`src/rtl/load_store_unit.sv`:
```
// Memory-access stage of the multicycle RV32I core: one req/ack data-bus transaction per start,
// with byte-lane steering, load extension, alignment/funct3 checks and a bus timeout.
module load_store_unit #(
   parameter int TIMEOUT_CYCLES = 16
) (
   input  logic        stage_clk,
   input  logic        reset,
   input  logic        start,
   input  logic        is_store,
   input  logic [2:0]  funct3,
   input  logic [31:0] addr,
   input  logic [31:0] store_data,
   output logic        mem_req,
   output logic        mem_we,
   output logic [31:0] mem_addr,
   output logic [3:0]  mem_be,
   output logic [31:0] mem_wdata,
   input  logic [31:0] mem_rdata,
   input  logic        mem_ack,
   output logic [31:0] data_out,
   output logic        save_from_memory,
   output logic        busy,
   output logic        done,
   output logic [1:0]  fault
);

   localparam logic [1:0] ST_IDLE  = 2'd0;
   localparam logic [1:0] ST_REQ   = 2'd1;
   localparam logic [1:0] ST_DONE  = 2'd2;
   localparam logic [1:0] ST_FAULT = 2'd3;

   localparam int CW = (TIMEOUT_CYCLES > 1) ? $clog2(TIMEOUT_CYCLES) : 1;
   localparam logic [CW-1:0] TIMEOUT_LAST = CW'(TIMEOUT_CYCLES - 1);

   logic [1:0]    state;
   logic          is_store_q;
   logic [2:0]    funct3_q;
   logic [31:0]   addr_q;
   logic [31:0]   store_data_q;
   logic [CW-1:0] timeout_cnt;

   logic          illegal_f3;
   logic          misaligned;
   logic [1:0]    off;
   logic [3:0]    be_lane;
   logic [31:0]   wdata_lane;
   logic [31:0]   rdata_shifted;
   logic [31:0]   load_ext;

   // Checks run on the raw inputs so the decision is made on the same edge that accepts start.
   always_comb begin
      if (is_store)
         illegal_f3 = (funct3 > 3'b010);
      else
         illegal_f3 = (funct3 == 3'b011) || (funct3[2:1] == 2'b11);
      misaligned = ((funct3[1:0] == 2'b01) && addr[0]) ||
                   ((funct3[1:0] == 2'b10) && (addr[1:0] != 2'b00));
   end

   assign off = addr_q[1:0];

   always_comb begin
      be_lane    = 4'b1111;
      wdata_lane = store_data_q;
      case (funct3_q[1:0])
         2'b00: begin
            be_lane    = 4'b0001 << off;
            wdata_lane = {4{store_data_q[7:0]}};
         end
         2'b01: begin
            be_lane    = 4'b0011 << off;
            wdata_lane = {2{store_data_q[15:0]}};
         end
         default: begin
            be_lane    = 4'b1111;
            wdata_lane = store_data_q;
         end
      endcase
   end

   assign rdata_shifted = mem_rdata >> {off, 3'b000};

   always_comb begin
      load_ext = rdata_shifted;
      case (funct3_q)
         3'b000:  load_ext = {{24{rdata_shifted[7]}}, rdata_shifted[7:0]};
         3'b100:  load_ext = {24'd0, rdata_shifted[7:0]};
         3'b001:  load_ext = {{16{rdata_shifted[15]}}, rdata_shifted[15:0]};
         3'b101:  load_ext = {16'd0, rdata_shifted[15:0]};
         default: load_ext = rdata_shifted;
      endcase
   end

   // Bus outputs decode straight from state so an async reset drops the request at once.
   assign mem_req          = (state == ST_REQ);
   assign mem_we           = mem_req && is_store_q;
   assign mem_addr         = mem_req ? {addr_q[31:2], 2'b00} : 32'd0;
   assign mem_be           = mem_req ? be_lane : 4'd0;
   assign mem_wdata        = mem_req ? wdata_lane : 32'd0;
   assign busy             = (state != ST_IDLE);
   assign done             = (state == ST_DONE) || (state == ST_FAULT);
   assign save_from_memory = (state == ST_DONE) && !is_store_q;

   always_ff @(posedge stage_clk or posedge reset) begin
      if (reset) begin
         state        <= ST_IDLE;
         is_store_q   <= 1'b0;
         funct3_q     <= 3'd0;
         addr_q       <= 32'd0;
         store_data_q <= 32'd0;
         timeout_cnt  <= '0;
         fault        <= 2'b00;
         data_out     <= 32'd0;
      end else begin
         case (state)
            ST_IDLE: begin
               if (start) begin
                  is_store_q   <= is_store;
                  funct3_q     <= funct3;
                  addr_q       <= addr;
                  store_data_q <= store_data;
                  timeout_cnt  <= '0;
                  if (illegal_f3) begin
                     fault <= 2'b10;
                     state <= ST_FAULT;
                  end else if (misaligned) begin
                     fault <= 2'b01;
                     state <= ST_FAULT;
                  end else begin
                     fault <= 2'b00;
                     state <= ST_REQ;
                  end
               end
            end
            ST_REQ: begin
               // Ack takes priority over a timeout landing on the same edge.
               if (mem_ack) begin
                  state <= ST_DONE;
                  if (!is_store_q)
                     data_out <= load_ext;
               end else if (timeout_cnt == TIMEOUT_LAST) begin
                  fault <= 2'b11;
                  state <= ST_FAULT;
               end else begin
                  timeout_cnt <= timeout_cnt + 1'b1;
               end
            end
            default: state <= ST_IDLE;
         endcase
      end
   end

endmodule

```
`config.mk`:
```
export PLATFORM = sky130hd
export DESIGN_NAME = load_store_unit
export DESIGN_NICKNAME = d
export VERILOG_FILES = /design/src/rtl/load_store_unit.sv
export SDC_FILE = /design/constraint.sdc
export NUM_CORES = 1
export LEC_CHECK = 0
export CAP_MARGIN = 15
export CORE_ASPECT_RATIO = 2
export CORE_MARGIN = 2
export CORE_UTILIZATION = 44
export CTS_CLUSTER_DIAMETER = 30
export DETAILED_ROUTE_END_ITERATION = 16
export MAX_ROUTING_LAYER = met4
export PLACE_DENSITY = 0.8
export SLEW_MARGIN = 20
export SYNTH_ARGS = -nofsm -noshare
export SYNTH_HDL_FRONTEND = slang
export SYNTH_SLANG_ARGS = --single-unit
```
`constraint.sdc`:
```
create_clock -name stage_clk -period 4.1 [get_ports stage_clk]
set_input_delay 0.41 -clock stage_clk [delete_from_list [all_inputs] [get_ports stage_clk]]
set_output_delay 0.41 -clock stage_clk [all_outputs]
set_load 0.01 [all_outputs]
```
==> flow_summary.ini <==
[outcome]
status = finished, final reports clean

[sta]
finalClockSkew_ns = 0.00634
slew_headroom_pct = 35.4
finalCritPeriodShare_pct = 77.9
drv_slew = 0
tightest_slew_ns = 0.969
finalSetupViolations = 0
rsz0062_at_grt = false
fin_setup_tns_ns = 0
finalCriticalPeriod_ns = 3.19
fmax_mhz = 313
hold_violations = 0
holdWs_ns = 0.468

[clock_network]
cts_max_level = 3
clk_pin_slew_ns = 0.07
tritoncts = yes
cts_buffer_depth = 2
clock_latency_ns = 0.35
numCtsBuffers = 9
root_buffer = clkbuf_16
cts.hold.buffers_added = 0
post_cts_resized = 0
tritoncts_num_sinks = 108
cts_setup_buffers = 0

[global_route]
grt-ovfl-total = 0
antenna_found_initial = 0
track_usage_pct = 26.4
grt_max_degree = 78
grt_pass1_vias = 5559
grt_pass1_wl_um = 27600

[logic_synthesis]
yosys.area.top_type = dfrtp_1
yosysMostFrequentCell = nand2_1
syn_area_um2 = 5480
synth_warnings = 0
seq_area_frac_synth_pct = 49.3
yosysUniqueCellTypes = 39
synth_top_area_share_pct = 49.3
synth_edf_count = 0
synthArstFlopShare_pct = 100
synth_area_leaders = dfrtp_1 (49%), nand2_1 (17%), mux2i_1 (6.2%)
avgSynthCellArea_um2 = 8.32
synthFlopType = dfrtp_1
ys_top_cells_by_count = nand2_1 (243), dfrtp_1 (108), nor2_1 (53)
synth_seq_cells = 108
syn_inst = 658

[worst_setup_path]
end_kind = register
cp.arrival_ns = 3.48
criticalPathCategory = reg -> reg
crit_required_ns = 4.38
cp-start-kind = register
critPathMaxFanout = 43
reg2reg_depth = 6

[floorplanning]
initial_core_util_pct = 45.2
core_area_um2 = 12100
die-area_um2 = 13400
rows = 57
design.portCount = 211
die_x_um = 82.9
die_y_um = 162

[layout]
fin_cells = 993
utilization_pct = 65.3
n_antenna_cell = 0
drive_gt1_share_pct = 5.20
layout.nets = 946
area_growth_pct = 44.5

[power_and_ir_drop]
sequentialPowerShare_pct = 36.0
ir_drop_mv = 0.409
leakage_nw = 3.64
p_int_mw = 3.35
switching_share_pct = 39.9
comb_power_share_pct = 49.2
switchingPower_mw = 2.22
clockPowerShare_pct = 14.8
p_total_mw = 5.57
powerDensity_nw_per_um2 = 704

[job]
timing.max_cap.violations = 0

[place]
dp_cells = 977
portBuffers = 208
hpwl_um = 12600
place_congestion = 0.920

[drt]
ant_nets = 0
vias_per_cell = 5.36
vias = 5322
wl_per_cell_um = 17.4
drc_errors = 0
dr.first_iter.drc_count = 262
drtPass1Iterations = 5
drt_wl_total_um = 17300

[min_path]
hold_depth = 2
hp-class = reg -> reg
==> path summary, 6_finish.rpt <==
check | from | to | slack (ns)
hold / removal | addr_q[9] | addr_q[9] | 0.47
setup reg to reg | state[1] | data_out[25] | 0.91
max in group asynchronous | reset | store_data_q[31] | 2.45
hold reg to reg | addr_q[9] | addr_q[9] | 0.47
min in group asynchronous | reset | addr_q[6] | 0.63
setup / recovery | state[1] | data_out[25] | 0.91
==> cell families after synthesis <==
| family | count (synthesis) | synth area share [%] |
|---|---|---|
| AOI/OAI and AO/OA | 77 | 8.32 |
| xor gates and xnor gates | 1 | 0.160 |
| adders and majority gates | 1 | 0.228 |
| buffers and inverters | 49 | 3.75 |
| DFF | 108 | 49.3 |
| muxes | 44 | 8.48 |
| other | 1 | 0.0685 |
| and+or+nand+nor | 377 | 29.7 |
==> state kept, by name, indices dropped and copies added (netlist names) <==
name          flops
timeout_cnt       4
data_out         32
state             2
fault             2
addr_q           32
funct3_q          3
is_store_q        1
store_data_q     32
==> through the flow <==
step / cell area, µm² / setup WS (ns)
after floorplan: 5480 / 0.844
after global placement: 7630 / 1.08
after detailed placement: 7630 / 0.925
after CTS: 7910 / 0.897
after global routing: 7910 / 0.565
final: 7910 / 0.905
==> worst max-delay path, stage by stage (launching register included) <==
cell      delay [ns]
dfrtp_1         0.46
nand2b_1        0.18
buf_4           0.25
inv_2           0.51
nand3b_2        0.68
nor4_2          0.74
a221o_1         0.28
==> power by group through the flow <==
stage	sequential [mW]	clock (mW)	combinational, mW
6_report	2.00	0.827	2.74
2_1_floorplan	1.88	0	1.57
5_1_grt	2.07	0.890	3.00
4_1_cts	1.99	0.837	2.76
3_5_place_dp	2.01	0	2.73
3_3_place_gp	1.97	0	2.66
==> per-layer routing <==
metal,track usage [%],share of wire [%],wire length [µm],vias to the layer above
met4,15.6,5.6,969,0
met5,-,0,0,-
li1,-,-,-,2493
met3,4.67,6.1,1050,54
met1,28.1,36,6200,2525
met2,45.5,52,9040,250
==> placed cells by master (no fill, tap or decap), types with 3 or more instances in the layout <==
cell type,instances
and2_1,45
o21ai_0,21
buf_4,8
nand2_1,242
nor2_1,53
nand2b_1,5
dfrtp_1,107
a21oi_1,38
clkbuf_16,9
a221o_1,8
nand3_1,16
clkdlybuf4s50_1,208
mux2i_1,34
clkinv_2,3
mux2_2,9
==> cell type report <==
class,count,area [µm²]
Clock buffer,12,256
Clock inverter,4,23.8
Fill cell,1030,4210
Inverter,4,17.5
Multi-Input combinational cell,502,2590
Sequential cell,108,2700
Tap cell,147,184
Timing Repair Buffer,216,2140
(Power assumes the default switching activity.)
